[config.mk]
export PLATFORM = sky130hd
export DESIGN_NAME = tdc_encoder
export DESIGN_NICKNAME = d
export VERILOG_FILES = /design/src/rtl/tdc_encoder.sv
export SDC_FILE = /design/constraint.sdc
export NUM_CORES = 1
export LEC_CHECK = 0
export BUFFER_PORTS_ARGS = -buffer_cell sky130_fd_sc_hd__buf_2
export CAP_MARGIN = 20
export CORE_ASPECT_RATIO = 1.5
export CORE_MARGIN = 2
export CORE_UTILIZATION = 40
export CTS_CLUSTER_SIZE = 28
export DETAILED_ROUTE_END_ITERATION = 10
export PLACE_DENSITY = 0.61
export REMOVE_ABC_BUFFERS = 1
export SKIP_LAST_GASP = 1
export SYNTH_ARGS = -nofsm -noshare
export SYNTH_HDL_FRONTEND = slang
export SYNTH_SLANG_ARGS = --single-unit
[constraint.sdc]
create_clock -name RawdataWrtClk -period 28.4 [get_ports RawdataWrtClk]
set_input_delay 1.42 -clock RawdataWrtClk [delete_from_list [all_inputs] [get_ports RawdataWrtClk]]
set_output_delay 1.42 -clock RawdataWrtClk [all_outputs]
set_load 0.02 [all_outputs]
[src/rtl/tdc_encoder.sv]
// Per-pixel TDC back-end encoder.
// Stage 1 samples the thermometer words and coarse counters (and the monitor copies).
// Stage 2 turns the sampled data into binary codes, a hit flag and sticky bubble-error flags.
module tdc_encoder (
  input  logic        RawdataWrtClk,
  input  logic        ResetFlag,
  input  logic [2:0]  TOACounterA,
  input  logic [2:0]  TOACounterB,
  input  logic [62:0] TOARawData,
  input  logic [2:0]  TOTCounterA,
  input  logic [2:0]  TOTCounterB,
  input  logic [31:0] TOTRawData,
  input  logic [2:0]  CalCounterA,
  input  logic [2:0]  CalCounterB,
  input  logic [62:0] CalRawData,
  input  logic [2:0]  level,
  input  logic        enableMon,
  input  logic [6:0]  offset,
  input  logic        selRawCode,
  input  logic        timeStampMode,
  output logic [9:0]  TOA_codeReg,
  output logic [8:0]  TOT_codeReg,
  output logic [9:0]  Cal_codeReg,
  output logic        hitFlag,
  output logic        TOAerrorFlagReg,
  output logic        TOTerrorFlagReg,
  output logic        CalerrorFlagReg,
  output logic [62:0] TOARawDataMon,
  output logic [31:0] TOTRawDataMon,
  output logic [62:0] CalRawDataMon,
  output logic [2:0]  TOACounterAMon,
  output logic [2:0]  TOACounterBMon,
  output logic [2:0]  TOTCounterAMon,
  output logic [2:0]  TOTCounterBMon,
  output logic [2:0]  CalCounterAMon,
  output logic [2:0]  CalCounterBMon
);

  localparam int unsigned LONG_W     = 63;
  localparam int unsigned TOT_W      = 32;
  localparam int unsigned CNT_W      = 3;
  localparam int unsigned FINE_W     = 6;
  localparam int unsigned LONG_CODE_W = 10;
  localparam int unsigned TOT_CODE_W  = 9;

  // Number of set cells in a 63-cell line.
  function automatic logic [FINE_W-1:0] popcnt_long(input logic [LONG_W-1:0] v);
    logic [FINE_W-1:0] c;
    c = '0;
    for (int i = 0; i < int'(LONG_W); i++) c = c + FINE_W'(v[i]);
    return c;
  endfunction

  // Number of set cells in the 32-cell TOT line (0..32 fits in 6 bits).
  function automatic logic [FINE_W-1:0] popcnt_tot(input logic [TOT_W-1:0] v);
    logic [FINE_W-1:0] c;
    c = '0;
    for (int i = 0; i < int'(TOT_W); i++) c = c + FINE_W'(v[i]);
    return c;
  endfunction

  // Transitions between adjacent cells of a 63-cell line, no wrap-around.
  function automatic logic [FINE_W-1:0] edges_long(input logic [LONG_W-1:0] v);
    logic [FINE_W-1:0] c;
    c = '0;
    for (int i = 0; i < int'(LONG_W) - 1; i++) c = c + FINE_W'(v[i] ^ v[i+1]);
    return c;
  endfunction

  // Transitions between adjacent cells of the TOT line, no wrap-around.
  function automatic logic [FINE_W-1:0] edges_tot(input logic [TOT_W-1:0] v);
    logic [FINE_W-1:0] c;
    c = '0;
    for (int i = 0; i < int'(TOT_W) - 1; i++) c = c + FINE_W'(v[i] ^ v[i+1]);
    return c;
  endfunction

  // Phase choice for TOA/Cal: fine position plus offset decides which counter is stable.
  function automatic logic [CNT_W-1:0] sel_long(input logic [FINE_W-1:0] f,
                                                input logic [FINE_W-1:0] off,
                                                input logic [CNT_W-1:0]  cnt_a,
                                                input logic [CNT_W-1:0]  cnt_b);
    logic [FINE_W-1:0] s;
    s = f + off;
    return s[FINE_W-1] ? cnt_a : cnt_b;
  endfunction

  // Phase choice for TOT: the TOT cells are twice as long, so the fine code is doubled.
  function automatic logic [CNT_W-1:0] sel_tot(input logic [FINE_W-1:0] f,
                                               input logic [FINE_W-1:0] off,
                                               input logic [CNT_W-1:0]  cnt_a,
                                               input logic [CNT_W-1:0]  cnt_b);
    logic [FINE_W-1:0] s;
    s = FINE_W'({f, 1'b0} + {1'b0, off});
    return s[FINE_W-1] ? cnt_a : cnt_b;
  endfunction

  // Coarse*63 + fine for the 63-cell lines.
  function automatic logic [LONG_CODE_W-1:0] comb_long(input logic [CNT_W-1:0]  c,
                                                       input logic [FINE_W-1:0] f);
    return LONG_CODE_W'({7'd0, c} * 10'd63) + {4'd0, f};
  endfunction

  // Coarse*32 + fine for the TOT line.
  function automatic logic [TOT_CODE_W-1:0] comb_tot(input logic [CNT_W-1:0]  c,
                                                     input logic [FINE_W-1:0] f);
    return {1'b0, c, 5'd0} + {3'd0, f};
  endfunction

  // ---------------- stage 1 state ----------------
  logic [LONG_W-1:0] toa_raw_q, cal_raw_q;
  logic [TOT_W-1:0]  tot_raw_q;
  logic [CNT_W-1:0]  toa_cnt_a_q, toa_cnt_b_q;
  logic [CNT_W-1:0]  tot_cnt_a_q, tot_cnt_b_q;
  logic [CNT_W-1:0]  cal_cnt_a_q, cal_cnt_b_q;

  logic [LONG_W-1:0] toa_mon_q, cal_mon_q;
  logic [TOT_W-1:0]  tot_mon_q;
  logic [CNT_W-1:0]  toa_mon_a_q, toa_mon_b_q;
  logic [CNT_W-1:0]  tot_mon_a_q, tot_mon_b_q;
  logic [CNT_W-1:0]  cal_mon_a_q, cal_mon_b_q;

  // ---------------- stage 2 state ----------------
  logic [LONG_CODE_W-1:0] toa_code_q, cal_code_q;
  logic [TOT_CODE_W-1:0]  tot_code_q;
  logic                   hit_q;
  logic                   toa_err_q, tot_err_q, cal_err_q;

  logic [LONG_CODE_W-1:0] toa_code_d, cal_code_d;
  logic [TOT_CODE_W-1:0]  tot_code_d;
  logic                   hit_d;
  logic                   toa_err_d, tot_err_d, cal_err_d;

  logic [FINE_W-1:0] lvl_c;
  logic [FINE_W-1:0] off_c;
  logic [FINE_W-1:0] toa_f_c, tot_f_c, cal_f_c;
  logic [LONG_CODE_W-1:0] toa_val_c, cal_val_c;

  // offset[6] has no function in the window arithmetic.
  logic unused_offset_msb;
  assign unused_offset_msb = offset[6];

  // Sample raw words and counters for the encoder pipeline.
  always_ff @(posedge RawdataWrtClk or posedge ResetFlag) begin
    if (ResetFlag) begin
      toa_raw_q   <= '0;
      tot_raw_q   <= '0;
      cal_raw_q   <= '0;
      toa_cnt_a_q <= '0;
      toa_cnt_b_q <= '0;
      tot_cnt_a_q <= '0;
      tot_cnt_b_q <= '0;
      cal_cnt_a_q <= '0;
      cal_cnt_b_q <= '0;
    end else begin
      toa_raw_q   <= TOARawData;
      tot_raw_q   <= TOTRawData;
      cal_raw_q   <= CalRawData;
      toa_cnt_a_q <= TOACounterA;
      toa_cnt_b_q <= TOACounterB;
      tot_cnt_a_q <= TOTCounterA;
      tot_cnt_b_q <= TOTCounterB;
      cal_cnt_a_q <= CalCounterA;
      cal_cnt_b_q <= CalCounterB;
    end
  end

  // Monitor copies of the sampled inputs, zeroed when monitoring is disabled.
  always_ff @(posedge RawdataWrtClk or posedge ResetFlag) begin
    if (ResetFlag) begin
      toa_mon_q   <= '0;
      tot_mon_q   <= '0;
      cal_mon_q   <= '0;
      toa_mon_a_q <= '0;
      toa_mon_b_q <= '0;
      tot_mon_a_q <= '0;
      tot_mon_b_q <= '0;
      cal_mon_a_q <= '0;
      cal_mon_b_q <= '0;
    end else if (enableMon) begin
      toa_mon_q   <= TOARawData;
      tot_mon_q   <= TOTRawData;
      cal_mon_q   <= CalRawData;
      toa_mon_a_q <= TOACounterA;
      toa_mon_b_q <= TOACounterB;
      tot_mon_a_q <= TOTCounterA;
      tot_mon_b_q <= TOTCounterB;
      cal_mon_a_q <= CalCounterA;
      cal_mon_b_q <= CalCounterB;
    end else begin
      toa_mon_q   <= '0;
      tot_mon_q   <= '0;
      cal_mon_q   <= '0;
      toa_mon_a_q <= '0;
      toa_mon_b_q <= '0;
      tot_mon_a_q <= '0;
      tot_mon_b_q <= '0;
      cal_mon_a_q <= '0;
      cal_mon_b_q <= '0;
    end
  end

  // Clamp bubble tolerance to 1..3.
  always_comb begin
    lvl_c = FINE_W'(3'd1);
    case (level)
      3'd0:    lvl_c = FINE_W'(3'd1);
      3'd1:    lvl_c = FINE_W'(3'd1);
      3'd2:    lvl_c = FINE_W'(3'd2);
      default: lvl_c = FINE_W'(3'd3);
    endcase
  end

  // Encode stage-1 data into codes, hit and per-sample error indications.
  always_comb begin
    off_c      = offset[5:0];
    toa_f_c    = popcnt_long(toa_raw_q);
    cal_f_c    = popcnt_long(cal_raw_q);
    tot_f_c    = popcnt_tot(tot_raw_q);
    toa_val_c  = {4'd0, toa_f_c};
    cal_val_c  = {4'd0, cal_f_c};
    tot_code_d = {3'd0, tot_f_c};
    if (!selRawCode) begin
      toa_val_c  = comb_long(sel_long(toa_f_c, off_c, toa_cnt_a_q, toa_cnt_b_q), toa_f_c);
      cal_val_c  = comb_long(sel_long(cal_f_c, off_c, cal_cnt_a_q, cal_cnt_b_q), cal_f_c);
      tot_code_d = comb_tot(sel_tot(tot_f_c, off_c, tot_cnt_a_q, tot_cnt_b_q), tot_f_c);
    end
    toa_code_d = toa_val_c;
    cal_code_d = timeStampMode ? cal_val_c : (cal_val_c - toa_val_c);
    hit_d      = |toa_raw_q;
    toa_err_d  = edges_long(toa_raw_q) > lvl_c;
    cal_err_d  = edges_long(cal_raw_q) > lvl_c;
    tot_err_d  = edges_tot(tot_raw_q) > lvl_c;
  end

  // Register codes and hit; error flags accumulate until reset.
  always_ff @(posedge RawdataWrtClk or posedge ResetFlag) begin
    if (ResetFlag) begin
      toa_code_q <= '0;
      tot_code_q <= '0;
      cal_code_q <= '0;
      hit_q      <= 1'b0;
      toa_err_q  <= 1'b0;
      tot_err_q  <= 1'b0;
      cal_err_q  <= 1'b0;
    end else begin
      toa_code_q <= toa_code_d;
      tot_code_q <= tot_code_d;
      cal_code_q <= cal_code_d;
      hit_q      <= hit_d;
      toa_err_q  <= toa_err_q | toa_err_d;
      tot_err_q  <= tot_err_q | tot_err_d;
      cal_err_q  <= cal_err_q | cal_err_d;
    end
  end

  assign TOA_codeReg     = toa_code_q;
  assign TOT_codeReg     = tot_code_q;
  assign Cal_codeReg     = cal_code_q;
  assign hitFlag         = hit_q;
  assign TOAerrorFlagReg = toa_err_q;
  assign TOTerrorFlagReg = tot_err_q;
  assign CalerrorFlagReg = cal_err_q;
  assign TOARawDataMon   = toa_mon_q;
  assign TOTRawDataMon   = tot_mon_q;
  assign CalRawDataMon   = cal_mon_q;
  assign TOACounterAMon  = toa_mon_a_q;
  assign TOACounterBMon  = toa_mon_b_q;
  assign TOTCounterAMon  = tot_mon_a_q;
  assign TOTCounterBMon  = tot_mon_b_q;
  assign CalCounterAMon  = cal_mon_a_q;
  assign CalCounterBMon  = cal_mon_b_q;

endmodule

==> results_dict.tcl <==
set metrics [dict create \
    status "complete, no violations" \
    die_h_um 296 \
    crit_fanout 6 \
    antenna_found_initial 2 \
    grt_pass1_vias 15500 \
    track_usage_pct 18.8 \
    syn_avg_cell_area_um2 12.6 \
    synthAdderAreaFrac_pct 32.3 \
    drt-initial-drc-count 285 \
    maxCapViolCount 0 \
    drive_above_1_share_pct 22.2 \
    finalSetupViolCount 0 \
    min_period_over_period_pct 42.7 \
    cts.path.max_buffers 3 \
    clk_latency_ns 0.54 \
    grt_setup_unrepaired "false" \
    crit_buf_inv 6 \
    worst_hold_path_type "reg2reg" \
    synthArstFlopShare_pct 100 \
    vias 13500 \
    ios 400 \
    synth_cells 1801 \
    post-place-ws_ns 16.18 \
    crit_type "reg2reg" \
    dp.final_hpwl_um 44400 \
    yosys.area_share.simple_pct 7.95 \
    slowest_stage "fa_1" \
    final_cell_mix "buf_2 (397), dfrtp_1 (385), inv_1 (378)" \
    synth_top_family_by_area "adder cells" \
    die_area_um2 58700 \
    areaGrowthSynthToFinish_pct 18.3 \
    cts_tree "built" \
    fmax_mhz 82.4 \
    ys_ff_latch 385 \
    grt_first_pass_wirelength_um 83000 \
    cp_slowest_stage_delay_ns 0.64 \
    grt_start_max_net_pins 128 \
    yosysSeqAreaShare_pct 42.4 \
    totalWireLength_um 53000 \
    diodes 0 \
    synthMuxAreaShare_pct 1.56 \
    synth_xor_xnor_area_share_pct 6.25 \
    synth_edf_count 0 \
    slew_viol_final 0 \
    post-route-drc-count 0 \
    cp-end-kind "flip-flop" \
    yosysUniqueCellTypes 60 \
    critPathArrivalTime_ns 12.56 \
    fillCellCount 5239 \
    portBuffers 398 \
    multi_input_area_um2 11500 \
    worst_pin_slew_ns 0.891 \
    hold_violations 0 \
    initial_utilization_pct 40.2 \
    cts_sinks 385 \
    cp-start-kind "flip-flop" \
    path_clk_slew_ns 0.07 \
    final_common_cell "buf_2" \
    setup_tns_ns 0 \
    cts_hold_repair.buffers 0 \
    skew_ns 0.0106 \
    synth.yosys.warnings 0 \
    fin_ws_ns 16.27 \
    wl_per_cell_um 17.6 \
    grt.overflow.total 0 \
    syn_area_um2 22700 \
    synth_ff_type "dfrtp_1" \
    cp_common_cell "fa_1" \
    core_area_um2 56500 \
    die_w_um 199 \
    min_period_ns 12.13 \
    rows 107 \
    routabilityCongestion 0.914 \
    cp_top_family "adder cells" \
    utilization_pct 47.5 \
    postCtsSetupBuffers 0 \
    whs_ns 0.498 \
    slew_headroom_pct 40.6 \
    ctsResizeCount 0 \
    synth_compound_gate_area_share_pct 2.75 \
    via_per_inst 4.48 \
    dr.pass1.iters 4 \
    htreeDepth 2 \
    crit_required_ns 28.83 \
    regArea_um2 9630 \
    antenna_left 0 \
    root_buffer "clkbuf_16" \
    numCtsBuffers 37 \
    final_nets 2833 \
]
[sequential cells by signal, indices dropped and copies added, names as in the netlist, 9 cells and up]
name / cells
TOARawDataMon: 63
tot_raw_q: 32
TOA_codeReg: 10
toa_raw_q: 63
cal_raw_q: 63
TOTRawDataMon: 32
CalRawDataMon: 63
Cal_codeReg: 10
TOT_codeReg: 9
[worst paths after layout]
check	cells after the start	start	end	slack [ns]
setup / recovery	40	toa_raw_q[35]$_DFF_PP0_	Cal_codeReg[8]$_DFF_PP0_	16.27
hold / removal	2	CalerrorFlagReg$_DFF_PP0_	CalerrorFlagReg$_DFF_PP0_	0.50
setup reg to reg	40	toa_raw_q[35]$_DFF_PP0_	Cal_codeReg[8]$_DFF_PP0_	16.27
hold reg to reg	2	CalerrorFlagReg$_DFF_PP0_	CalerrorFlagReg$_DFF_PP0_	0.50
max in group asynchronous	4	ResetFlag	toa_cnt_a_q[0]$_DFF_PP0_	25.15
min in group asynchronous	2	ResetFlag	CalRawDataMon[57]$_DFF_PP0_	1.04
[cells in the mapped netlist, types with 10 or more instances]
library cell	count	area share, %
ha_1	155	8.5
nor2b_1	19	0.52
nor2_1	29	0.48
nand2_1	20	0.33
a21o_1	10	0.33
mux2_2	15	0.74
o21ai_0	21	0.46
inv_1	379	6.3
dfrtp_1	385	42
xnor2_1	40	1.5
xor2_1	111	4.3
fa_1	270	24
a21oi_1	28	0.62
and2_1	176	4.8
mux2i_1	14	0.62
clkbuf_1	24	0.40
[routing by layer]
metal	GRT usage (%)	vias to the layer above	share of wire [%]
li1	-	6279	-
met1	20.2	6716	35
met3	3.08	107	4.7
met5	0	-	0.019
met2	35.8	355	55
met4	8.45	2	4.7
[per-stage QoR]
| step | instance area [um2] | std cells |
|---|---|---|
| after global routing | 26900 | 3006 |
| final | 26900 | 3006 |
| after CTS | 26900 | 3006 |
| after global placement | 25600 | 2941 |
| after detailed placement | 25600 | 2941 |
| after floorplan | 22600 | 1775 |
[logic make-up (layout without fill, tap and decap cells)]
| kind of cell | Yosys count | count (layout) |
|---|---|---|
| adder cells (fa/ha/maj) | 425 | 425 |
| XOR/XNOR | 155 | 155 |
| flip-flops | 385 | 385 |
| multiplexers | 32 | 32 |
| AO/OA/AOI/OAI | 96 | 96 |
| AND/OR/NAND/NOR | 303 | 303 |
| buffers and inverters | 405 | 847 |
[final cells by class]
cell class / count / share of cell area (%)
Timing Repair Buffer: 403 / 7.57
Multi-Input combinational cell: 1011 / 43.0
Clock inverter: 19 / 0.881
Tap cell: 763 / 3.55
Clock buffer: 46 / 3.80
Sequential cell: 385 / 35.9
Inverter: 379 / 5.33
[worst reg2reg max path, delay by kind of cell, from the launching register on]
| kind | cells | cell delay (ns) |
|---|---|---|
| xor+xnor | 4 | 1.06 |
| flops | 1 | 0.37 |
| compound gates | 9 | 1.63 |
| fa+ha+maj | 15 | 7.04 |
| mux | 2 | 0.63 |
| buf+inv | 6 | 0.46 |
| simple gates | 4 | 0.84 |
Power is not shown: default switching activity piles up to over one toggle a cycle in this logic, so the estimate is an artifact.
